===== src/rtl/round_controller.sv =====
// round_controller: match sequencer for the two-player light-cycle game.
// Owns game state, round scores and the bike/trail reset pulse.
module round_controller #(
    parameter int WIN_SCORE         = 3,
    parameter int FRAMES_PER_SEC    = 60,
    parameter int COUNTDOWN_SECS    = 3,
    parameter int CRASH_HOLD_FRAMES = 90
) (
    input  logic       Clk,
    input  logic       Reset_n,
    input  logic       frame_clk,
    input  logic       start_btn,
    input  logic       pause_btn,
    input  logic       red_crash,
    input  logic       blue_crash,
    output logic [2:0] game_state,
    output logic       reset_round,
    output logic [1:0] score_red,
    output logic [1:0] score_blue,
    output logic [1:0] countdown_sec,
    output logic       Red_W,
    output logic       Blue_W,
    output logic       draw_round
);

    localparam int CNT_MAX = (FRAMES_PER_SEC > CRASH_HOLD_FRAMES) ?
                             FRAMES_PER_SEC : CRASH_HOLD_FRAMES;
    localparam int CW = $clog2(CNT_MAX + 1);

    localparam logic [CW-1:0] SEC_LAST  = CW'(FRAMES_PER_SEC - 1);
    localparam logic [CW-1:0] HOLD_LAST = CW'(CRASH_HOLD_FRAMES - 1);
    localparam logic [CW-1:0] CNT_ONE   = CW'(1);
    localparam logic [1:0]    WIN       = 2'(WIN_SCORE);
    localparam logic [1:0]    CD_INIT   = 2'(COUNTDOWN_SECS);

    typedef enum logic [2:0] {
        S_IDLE  = 3'd0,
        S_COUNT = 3'd1,
        S_PLAY  = 3'd2,
        S_PAUSE = 3'd3,
        S_CRASH = 3'd4,
        S_OVER  = 3'd5
    } state_t;

    // Lane 0 frame, lane 1 start, lane 2 pause.
    logic [2:0] sync0_q;
    logic [2:0] sync1_q;
    logic [2:0] prev_q;
    logic [2:0] ev_q;
    logic [2:0] warm_q;
    logic       tick;
    logic       start_ev;
    logic       pause_ev;

    // warm_q masks edges until prev_q holds a post-reset sample,
    // so an input held high through reset release is not an event.
    always_ff @(posedge Clk or negedge Reset_n) begin
        if (!Reset_n) begin
            sync0_q <= '0;
            sync1_q <= '0;
            prev_q  <= '0;
            ev_q    <= '0;
            warm_q  <= '0;
        end else begin
            sync0_q <= {pause_btn, start_btn, frame_clk};
            sync1_q <= sync0_q;
            prev_q  <= sync1_q;
            warm_q  <= {warm_q[1:0], 1'b1};
            ev_q    <= sync1_q & ~prev_q & {3{warm_q[2]}};
        end
    end

    assign tick     = ev_q[0];
    assign start_ev = ev_q[1];
    assign pause_ev = ev_q[2];

    state_t        state_q;
    logic [CW-1:0] cnt_q;
    logic [1:0]    cd_q;
    logic [1:0]    red_q;
    logic [1:0]    blue_q;
    logic          draw_q;
    logic          rr_q;
    logic          rw_q;
    logic          bw_q;
    logic [1:0]    red_d;
    logic [1:0]    blue_d;
    logic          crash_tick;

    always_comb begin
        red_d      = (red_q < WIN) ? red_q + 2'd1 : red_q;
        blue_d     = (blue_q < WIN) ? blue_q + 2'd1 : blue_q;
        crash_tick = tick && (red_crash || blue_crash);
    end

    always_ff @(posedge Clk or negedge Reset_n) begin
        if (!Reset_n) begin
            state_q <= S_IDLE;
            cnt_q   <= '0;
            cd_q    <= '0;
            red_q   <= '0;
            blue_q  <= '0;
            draw_q  <= 1'b0;
            rr_q    <= 1'b0;
            rw_q    <= 1'b0;
            bw_q    <= 1'b0;
        end else begin
            rr_q <= 1'b0;
            unique case (state_q)
                S_IDLE: begin
                    if (start_ev) begin
                        state_q <= S_COUNT;
                        cnt_q   <= '0;
                        cd_q    <= CD_INIT;
                        draw_q  <= 1'b0;
                        rr_q    <= 1'b1;
                    end
                end
                S_COUNT: begin
                    if (tick) begin
                        if (cnt_q == SEC_LAST) begin
                            cnt_q <= '0;
                            if (cd_q == 2'd1) begin
                                state_q <= S_PLAY;
                                cd_q    <= 2'd0;
                            end else begin
                                cd_q <= cd_q - 2'd1;
                            end
                        end else begin
                            cnt_q <= cnt_q + CNT_ONE;
                        end
                    end
                end
                S_PLAY: begin
                    if (crash_tick) begin
                        state_q <= S_CRASH;
                        cnt_q   <= '0;
                        if (red_crash && blue_crash) begin
                            draw_q <= 1'b1;
                        end else if (red_crash) begin
                            blue_q <= blue_d;
                        end else begin
                            red_q <= red_d;
                        end
                    end else if (pause_ev) begin
                        state_q <= S_PAUSE;
                        cnt_q   <= '0;
                    end
                end
                S_PAUSE: begin
                    if (pause_ev) begin
                        state_q <= S_PLAY;
                        cnt_q   <= '0;
                    end
                end
                S_CRASH: begin
                    if (tick) begin
                        if (cnt_q == HOLD_LAST) begin
                            cnt_q <= '0;
                            if (red_q == WIN || blue_q == WIN) begin
                                state_q <= S_OVER;
                                rw_q    <= (red_q == WIN);
                                bw_q    <= (blue_q == WIN);
                            end else begin
                                state_q <= S_COUNT;
                                cd_q    <= CD_INIT;
                                draw_q  <= 1'b0;
                                rr_q    <= 1'b1;
                            end
                        end else begin
                            cnt_q <= cnt_q + CNT_ONE;
                        end
                    end
                end
                S_OVER: begin
                    if (start_ev) begin
                        state_q <= S_IDLE;
                        cnt_q   <= '0;
                        red_q   <= '0;
                        blue_q  <= '0;
                        draw_q  <= 1'b0;
                        rw_q    <= 1'b0;
                        bw_q    <= 1'b0;
                    end
                end
                default: begin
                    state_q <= S_IDLE;
                end
            endcase
        end
    end

    assign game_state    = state_q;
    assign reset_round   = rr_q;
    assign score_red     = red_q;
    assign score_blue    = blue_q;
    assign countdown_sec = cd_q;
    assign Red_W         = rw_q;
    assign Blue_W        = bw_q;
    assign draw_round    = draw_q;

endmodule


===== config.mk =====
export PLATFORM = sky130hd
export DESIGN_NAME = round_controller
export DESIGN_NICKNAME = d
export VERILOG_FILES = /design/src/rtl/round_controller.sv
export SDC_FILE = /design/constraint.sdc
export NUM_CORES = 1
export LEC_CHECK = 0
export ABC_CLOCK_PERIOD_IN_PS = 1850
export CAP_MARGIN = 20
export CORE_UTILIZATION = 28
export CTS_BUF_LIST = sky130_fd_sc_hd__clkbuf_16
export DETAILED_ROUTE_END_ITERATION = 10
export PLACE_DENSITY = 0.55
export SLEW_MARGIN = 20
export SYNTH_ARGS = -nofsm -noshare
export SYNTH_HDL_FRONTEND = slang
export SYNTH_SLANG_ARGS = --single-unit
export TNS_END_PERCENT = 20

===== constraint.sdc =====
create_clock -name Clk -period 1.85 [get_ports Clk]
set_clock_uncertainty 0.05 [all_clocks]
set_input_delay 0.37 -clock Clk [delete_from_list [all_inputs] [get_ports Clk]]
set_output_delay 0.37 -clock Clk [all_outputs]
set_load 0.02 [all_outputs]

* Word-level counts from Yosys, hierarchy flattened
Cells that the tools add are included.
** Cells by class
- $lt $le $gt $ge :: 2
- Eq/ne operators :: 29
- Muxes and demuxes :: 59
- $mul :: 0
- Shifts and indexed selects :: 0
- Reduce and logical (&&, ||, !) cells :: 18
- Add/sub/neg operators :: 4
- Divide/modulo/power cells :: 0
- Bitwise logic cells :: 3
** Operators with widths (number)
- 7-bit two-way mux :: 7
- 7-bit one-hot mux with 5 select lines :: 1
- 2-bit inequality test (second input constant) :: 17
- 3-bit two-way mux :: 11
- 2-bit two-way mux :: 16
- 3-bit one-hot mux with 6 select lines :: 1
- 1-bit two-way mux :: 16
- 7-bit AND reduction :: 2
- 6-bit AND reduction :: 2
- 9-bit AND reduction :: 1
- 2-bit one-hot mux with 2 select lines :: 2
- 7-bit by 1-bit adder with 7-bit output (second input constant) :: 1
- 7-bit by 6-bit equality test with 1-bit output (second input constant) :: 1
- 7-bit equality test (second input constant) :: 1
- 3-bit AND :: 2
- 3-bit by 2-bit equality test with 1-bit output (second input constant) :: 2
- 3-bit equality test (second input constant) :: 2
- 1-bit one-hot mux with 2 select lines :: 3
- 2-bit one-hot mux with 3 select lines :: 1
- 3-bit nonzero test :: 2
- 5-bit AND reduction :: 1
- 5-bit nonzero test :: 1
- 2-bit by 1-bit adder with 2-bit output (second input constant) :: 2
- 2-bit equality test (second input constant) :: 2
- 14 further kinds :: 18
** Storage, ports and cells
- Memory bits (read-only) :: 0
- Bits in registers :: 35
- Memory bits (writable) :: 0
- Bits in latches :: 0
- Memories :: 0

* Logic depth before layout (Yosys ltp)
Gate-level depths: netlist (run 1).
- Depth in word-level cells :: 6
- Mapped depth :: 7
- Mapped depth without buffers :: 7

* Worst setup path before layout (run 1)
Ideal clock, no wire load.
- Kind :: register to register
- Start :: register blue_q[0], in the netlist score_blue[0]
- End :: register cd_q[0], in the netlist countdown_sec[0]
- Slack :: -97 ps
- Setup time :: 125 ps
- Buffers on the path :: 0
- Cell stages (with the launch flop) :: 6
- Arrival :: 1771 ps
- Path through :: dfrtp_1 ha_1 o31a_1 a2111oi_2 nand3_2 mux2_4
** Between the ends
- Cells in the longest elaborated chain, start to end :: 4
** RTL lines
- from (decl) :: RTL line 81 : logic [1:0] blue_q;
- from (signal assigned) :: RTL line 141 : blue_q <= blue_d;
- 2-bit equality test :: RTL line 160 : if (red_q == WIN || blue_q == WIN) begin
- 1-bit logical OR :: RTL line 160
- 2-bit inequality test (no line)
- 7-bit AND reduction (no line)
- to (signal assigned) :: RTL line 127 : cd_q <= cd_q - 2'd1;
- to (decl) :: RTL line 79 : logic [1:0] cd_q;
No other way between the ends.
A chain may end at the register's enable or synchronous reset.

* Worst setup path in the final report (run 1)
- Start :: register state_q[0], in the netlist game_state[0]
- End :: register blue_q[1], in the netlist score_blue[1]
** Between the ends
- Cells in the longest elaborated chain, start to end :: 3
- Elaborated cells on any way between the ends :: 10
- Classes of those cells :: eq/ne: 7; mux: 1; reduce/logical: 2
** RTL lines
- from (decl) :: RTL line 77 : state_t state_q;
- from (signal assigned) :: RTL line 98 : state_q <= S_IDLE;
- from (signal assigned) :: RTL line 112 : state_q <= S_COUNT;
- from (signal assigned) :: RTL line 124 : state_q <= S_PLAY;
- 3-bit by 2-bit equality test with 1-bit output / 3-bit equality test (equally long branches) :: RTL line 109 : unique case (state_q)
- 2-bit inequality test (no line) / 2-bit nonzero test (equally long branches)
- 6-bit AND reduction (no line)
Parallel ways exist; a longest one is shown, timed or not.

==> metrics.md, run 1 <==
| Metric | Value |
|---|---|
| Crit path DAT | `1900 ps` |
| CORE AREA | `6030 um2` |
| Final Instance Area | `~2500 um2` |
| Post-route ant nets | `0` |
| Non-filler instance count after layout | `288` |
| PwrDens | `861 nW/um2` |
| Via count | `between 1000 and 1500` |
| Io pins | `20` |
| Ys flop type | `dfrtp_1` |
| First-pass DRT Iterations | `4` |
| Dpl cells | `~280` |
| Htree depth | `2` |
| Syn-to-layout area delta | `40.1%` |
| Die Footprint | `6700 um2` |
| Max Cap Viol | `0` |
| Layout cells sized above 1 | `31.9%` |
| Yosys reg bits | `35` |
| Type of the tightest min-delay check | `input port to asynchronous set/reset pin` |
| FMAX | `559 MHz` |
| Clk buf depth | `2` |
| Post-Synthesis Cells | `between 150 and 200` |
| Seq/Total Area, Yosys | `49.0%` |
| Compound-Gate Fraction of Synth Area | `17.1%` |
| Synth warn | `0` |
| Syn nets | `177` |
| Clk_lat worst skew | `280 ps` |
| CTS buffer count | `5` |
| Synth cell types | `50` |
| Clk root buf | `clkbuf_16` |
| Antenna violations before repair | `0` |
| Fillers | `slightly below 600` |
| Ant diodes | `0` |
| GRT Resource Usage Total | `12.7%` |
| Finish-stage setup viols | `0` |
| Gpl congestion | `0.772` |
| Critical Path Source Type | `flip-flop` |
| Post-Synth Adder-Cell Area | `4.20%` |
| Largest family of logic cells by synthesized area | `simple AND/OR/NAND/NOR gates` |
| CP required | `a little under 2000 ps` |
| Peak supply drop | `0.000461 V` |
| Period utilisation layout | `96.6%` |
| Average size of a mapped cell | `10.9 um2` |
| First-pass GRT wire length | `approximately 6300 um` |
| Die width | `81.9 um` |
| Status | `finished clean` |
| Largest net degree at the start of global routing | `36` |
| Period minus WS final | `1790 ps` |
| Synth Area in XOR/XNOR | `0%` |
| Clock Sinks | `35` |
| Lkg Pwr | `1.07 nW` |
| Synth async-reset ratio | `between 90% and 100%` |
| Final Slew Violations | `0` |
| Post-synth EDFFs | `0` |
| Row cnt | `28` |
| Multiplexer area fraction after synthesis | `between 5 and 6%` |
| Residual DRC count | `0` |
| CTS tree | `done` |
| Post-layout util | `~42%` |
| Final HPWL DP | `2630 um` |
| Post-synthesis simple-gate area fraction | `19.9%` |
| Layout net count | `225` |
| Post-DR vias/cell | `4.93` |
| Number of global-route vias before repair | `around 1300` |
| WL/cell | `12.9 um` |
| Initial DRC count | `112` |
| Final hold viol count | `0` |
| RSZ-0062 raised after global routing | `yes` |
| Critical Setup Path Class | `flip-flop to flip-flop` |
| Worst-path clk slew | `60 ps` |
| Die span in y | `81.9 um` |
| Synthesized area | `1790 um2` |
| Critical path peak fanout | `16` |
| Initial Utilization | `29.7%` |
| Final WL | `3730 um` |
| Nature of the critical path endpoint | `flip-flop` |
| Placed cell area | `approximately 2300 um2` |
| Grt ovf | `0` |
| PortBufs | `19` |
## path summary, 6_finish.rpt
check,startpoint,to,slack [ps],cells after the start
setup reg to reg,game_state[0]$_DFFE_PN0P_,score_blue[1]$_DFFE_PN0P_,60,6
max in group asynchronous,Reset_n,score_red[0]$_DFFE_PN0P_,1340,2
min in group Clk,sync0_q[1]$_DFF_PN0_,sync1_q[1]$_DFF_PN0_,300,0
hold / removal,Reset_n,Blue_W$_DFFE_PN0P_,70,2
setup / recovery,game_state[0]$_DFFE_PN0P_,score_blue[1]$_DFFE_PN0P_,60,6
hold reg to reg,sync0_q[1]$_DFF_PN0_,sync1_q[1]$_DFF_PN0_,300,0
## layout make-up
| class | instances | area, um2 | area share [%] |
|---|---|---|---|
| sequential | 35 | 882 | 35.3 |
| multi-input combinational | 116 | 911 | 36.4 |
| clock buffer | 5 | 125 | 5.00 |
| tap | 75 | 93.8 | 3.75 |
| clock inverter | 3 | 47.5 | 1.90 |
| timing repair buffer | 47 | 417 | 16.7 |
| inverter | 7 | 26.3 | 1.05 |
## where the power goes
part	switching, mW	internal (mW)
Combinational	0.131	0.154
Clock	0.335	0.642
Sequential	0.0574	0.835
Total	0.524	1.63
## sequential cells by signal, indices dropped and copies added (netlist names)
signal,count
draw_round,1
countdown_sec,2
Red_W,1
score_red,2
Blue_W,1
sync0_q,3
reset_round,1
ev_q,3
sync1_q,3
score_blue,2
prev_q,3
game_state,3
cnt_q,7
warm_q,3
## cell families after synthesis
kind of cell    after synthesis
mux                           8
buf+inv                      13
other cells                   1
flops                        35
compound gates               41
simple gates                 60
fa+ha+maj                     6
## critical path, stage by stage, from the launching register on
cell and delay (ps):
dfrtp_1 430, buf_12 170, nor2_2 190, nand3_1 160
nor4b_4 300, a21oi_1 90, mux2_2 280
## cell usage after synthesis, types with 2 or more instances
library cell   n  area (um2)
nand3b_1       4        30.0
ha_1           6        75.1
nor2b_1        7        43.8
nand3_1        6        30.0
and3_1         2        12.5
o21ai_0       12        60.1
a22o_1         4        35.0
mux2i_1        2        20.0
inv_1          6        22.5
nor3_1         4        20.0
nand2b_1       4        25.0
a211oi_1       2        15.0
dfrtp_1       35         876
mux2_2         4        45.0
and3b_1        3        26.3
nand2_1        9        33.8
buf_2          4        20.0
a21oi_1        5        25.0
o21ai_1        3        15.0
nor2_1        12        45.0
## per-layer routing
| layer | part of all wire (%) | wire (um) | GRT usage, % | vias to the layer above |
|---|---|---|---|---|
| met3 | 4.3 | 161 | 4.00 | 6 |
| li1 | - | - | - | 687 |
| met1 | 49 | 1810 | 16.5 | 695 |
| met5 | 0 | 0 | 0 | - |
| met2 | 45 | 1690 | 19.4 | 32 |
| met4 | 1.6 | 58 | 4.91 | 0 |
## metrics by stage
step | hold WS [ps] | setup TNS [ps] | setup slack [ps] | total power, mW
after detailed placement | 286 | -1290 | -216 | 1.19
after global placement | 283 | -1160 | -185 | 1.18
after floorplan | 24.4 | 0 | 60.4 | 1.05
final | 65.9 | 0 | 62.1 | 2.16
after CTS | 92.2 | 0 | 3.30 | 2.17
after global routing | 113 | -27.7 | -16.3 | 2.26
## cells in the final DEF, fill, tap and decap left out, types with 6 or more instances in the layout
| cell type | instances |
|---|---|
| buf_4 | 26 |
| clkdlybuf4s50_1 | 15 |
| dfrtp_1 | 30 |
| inv_1 | 6 |
| nand2_1 | 9 |
| nand3_1 | 6 |
| nor2_1 | 9 |
| nor2b_1 | 6 |
| o21ai_0 | 8 |
| o21ai_1 | 6 |
## timing repair
action	in CTS	in global routing
setup buffers	0	2
endpoints found under the setup margin	3	13
pin swaps	0	6
gates resized for setup	4	16
gates cloned	0	0
hold buffers	0	0
Power figures use the tool's default switching activity.
==> inputs of run 2 (changes only) <==
CTS_CLUSTER_SIZE = 16   (was not set)
GPL_TIMING_DRIVEN = 0   (was not set)
==> run 2 against run 1 <==
  * Wire length fell by 1.3%
  * Total power down 0.11%
  * Sequential cell count stayed put
  * Clock power barely moved
  * Core utilization decreased by 1.5 points
  * Combinational power is 3% lower
==> metrics.md, run 2 (same netlist as run 1, synthesis figures left out) <==
| Metric | Value |
|---|---|
| Type of the tightest min-delay check | `flip-flop to flip-flop (was input port to asynchronous set/reset pin)` |
| Post-DR vias/cell | `4.89 (was 4.93)` |
| Layout net count | `211 (was 225)` |
| Met1 usage in global routing | `16.3% (was 16.5%)` |
| Gr busiest metal | `met2 (unchanged)` |
| Period utilisation layout | `97.3% (was 96.6%)` |
| Worst-path clk slew | `60 ps (about the same)` |
| Grt ovf | `0 (unchanged)` |
| Via count | `1341 (was 1420)` |
| Clock Sinks | `35 (unchanged)` |
| Final HPWL DP | `2610 um (was 2630 um)` |
| Die width | `81.9 um (unchanged)` |
| Nature of the critical path endpoint | `flip-flop (unchanged)` |
| Residual DRC count | `0 (unchanged)` |
| Largest Register | `cnt_q (unchanged)` |
| Die Footprint | `6700 um2 (unchanged)` |
| Final hold viol count | `0 (unchanged)` |
| Die span in y | `81.9 um (unchanged)` |
| Antenna violations before repair | `0 (unchanged)` |
| Worst Setup SP | `red_crash (was game_state[0]$_DFFE_PN0P_)` |
| Htree depth | `2 (unchanged)` |
| Clk_lat worst skew | `280 ps (about the same)` |
| WL/cell | `13.4 um (was 12.9 um)` |
| Post-layout util | `40.0% (was 41.5%)` |
| Finish-stage setup viols | `0 (unchanged)` |
| Critical Path Source Type | `input port (was flip-flop)` |
| Initial Utilization | `29.7% (unchanged)` |
| Period minus WS final | `1800 ps (was 1790 ps)` |
| CTS tree | `done (unchanged)` |
| First-pass DRT Iterations | `4 (unchanged)` |
| Syn-to-layout area delta | `34.9% (was 40.1%)` |
| PortBufs | `19 (unchanged)` |
| Met2 Track Usage GR | `19.8% (was 19.4%)` |
| Commonest non-fill, non-tap cell in the layout | `dfrtp_1 (unchanged)` |
| Total power | `2.15 mW (was 2.16 mW)` |
| GRT Resource Usage Total | `12.6% (was 12.7%)` |
| Io pins | `20 (unchanged)` |
| Largest net degree at the start of global routing | `25 (was 36)` |
| Most frequent CP cell | `o21ai_1` |
| Critical Setup Path Class | `input port to flip-flop (was flip-flop to flip-flop)` |
| Crit path to | `cnt_q[2]$_DFFE_PN0P_ (was score_blue[1]$_DFFE_PN0P_)` |
| Delay-heaviest family, CP | `compound AO/OA/AOI/OAI gates (was simple AND/OR/NAND/NOR gates)` |
| Gpl congestion | `0.810 (was 0.772)` |
| Critical path peak fanout | `7 (was 16)` |
| Post-route ant nets | `0 (unchanged)` |
| Slowest CP cell | `clkdlybuf4s50_1 (was dfrtp_1)` |
| Final WL | `3680 um (was 3730 um)` |
| Slowest cell delay on critical path | `540 ps (was 430 ps)` |
| Reg-to-Reg End | `countdown_sec[0]$_DFFE_PN0P_ (was score_blue[1]$_DFFE_PN0P_)` |
| Critical Path, Cell by Cell | `clkdlybuf4s50_1 > o21ai_1 > o21ba_2 > a32oi_4 > o21ai_1 > a22o_1 (was buf_12 > nor2_2 > nand3_1 > nor4b_4 > a21oi_1 > mux2_2)` |
| PwrDens | `893 nW/um2 (was 861 nW/um2)` |
| FMAX | `555 MHz (was 559 MHz)` |
| Clk buf depth | `2 (unchanged)` |
| Row cnt | `28 (unchanged)` |
| Worst r2r src | `score_blue[0]$_DFFE_PN0P_ (was game_state[0]$_DFFE_PN0P_)` |
| PnR worst setup slack | `49.4 ps (was 62.1 ps)` |
| Most frequent cells in the layout | `dfrtp_1, clkdlybuf4s50_1, nor2_1 (was dfrtp_1, buf_4, clkdlybuf4s50_1)` |
| Number of global-route vias before repair | `1320 (was 1302)` |
| Stages on worst setup path | `6 (unchanged)` |
| CTS buffer count | `5 (unchanged)` |
| Crit path DAT | `1910 ps (was 1900 ps)` |
| Max reg flops | `7 (unchanged)` |
| First-pass GRT wire length | `6330 um (was 6350 um)` |
| RSZ-0062 raised after global routing | `yes (unchanged)` |
| TNS Setup | `0 ps (unchanged)` |
| Ant diodes | `0 (unchanged)` |
| Clk root buf | `clkbuf_16 (unchanged)` |
| Crit path buf inv count | `1 (unchanged)` |
| Worst slack at placement | `-346 ps (was -216 ps)` |
| CP required | `1960 ps (was 1970 ps)` |
| Met3 Use GR | `3.78% (was 4.00%)` |
| Peak supply drop | `0.000479 V (was 0.000461 V)` |
| Max Cap Viol | `0 (unchanged)` |
| Initial DRC count | `60 (was 112)` |
| CORE AREA | `6030 um2 (unchanged)` |
| Lkg Pwr | `1.02 nW (was 1.07 nW)` |
| Status | `finished clean (unchanged)` |
| FF-to-FF path depth | `5 (was 6)` |
| Layout cells sized above 1 | `26.6% (was 31.9%)` |
| Reg-to-reg slack, setup | `50 ps (was 60 ps)` |
| Final Slew Violations | `0 (unchanged)` |
==> run 2: cell types whose count changed in the layout (fill, tap and decap cells not counted), sizes merged <==
| cell | change |
|---|---|
| dlygate4sd2 | -3 |
| clkdlybuf4s50 | +1 |
| buf | -14 |
| dlygate4sd3 | +1 |
| clkbuf | -1 |
| dlymetal6s2s | +2 |
==> run 2: how the worst min path moves through the flow <==
stage / start / endpoint / slack [ps] / depth (start not counted)
2_1_floorplan: Reset_n / Blue_W$_DFFE_PN0P_ / 20 / 0
3_3_place_gp: sync0_q[0]$_DFF_PN0_ / sync1_q[0]$_DFF_PN0_ / 280 / 0
3_5_place_dp: Reset_n / cnt_q[5]$_DFFE_PN0P_ / 240 / 1
4_1_cts: sync0_q[0]$_DFF_PN0_ / sync1_q[0]$_DFF_PN0_ / 300 / 0
5_1_grt: sync0_q[1]$_DFF_PN0_ / sync1_q[1]$_DFF_PN0_ / 310 / 0
6_report: sync0_q[2]$_DFF_PN0_ / sync1_q[2]$_DFF_PN0_ / 300 / 0
==> run 2: power breakdown <==
group	switching, mW	internal, mW
sequential	0.0653	0.835
clock	0.332	0.642
combinational	0.125	0.154
total	0.522	1.63
==> run 2: final cells by class <==
| class | count | area, um2 |
|---|---|---|
| repair buffers | 27 | 273 |
| fillers | 596 | 3620 |
| plain buffers | 6 | 41.3 |
| multi-input cells | 116 | 921 |
| inverters | 7 | 26.3 |
| clock buffers | 5 | 125 |
| flip-flops and latches | 35 | 882 |
| well taps | 75 | 93.8 |
| clock inverters | 3 | 47.5 |
==> run 2: metal layers <==
metal | up-vias | part of all wire (%) | wire length (um)
met4 | 0 | 1.5 | 54
li1 | 663 | - | -
met5 | - | 0 | 0
met1 | 649 | 49 | 1800
met2 | 25 | 47 | 1750
met3 | 4 | 2.3 | 84
==> run 2: timing repair <==
item,in CTS,in global routing
cloned,0,0
setup endpoints to repair,7,15
buffers inserted,0,6
hold buffers,1,0
pin swaps,0,7
hold endpoints to repair,11,0
gates resized for setup,7,17
==> run 2: worst register-to-register path, stage by stage (launching register included) <==
cell and delay [ps]:
dfrtp_2 430, ha_4 190, o31a_1 330, a2111oi_4 220, nand3_2 150, mux2_4 310
==> run 2: per-stage QoR <==
stage	instances	instance area, um2	hold slack [ps]
after CTS	268	2310	301
after global placement	258	2090	282
after floorplan	164	1810	24.4
after global routing	274	2410	307
after detailed placement	259	2110	241
final	274	2410	299
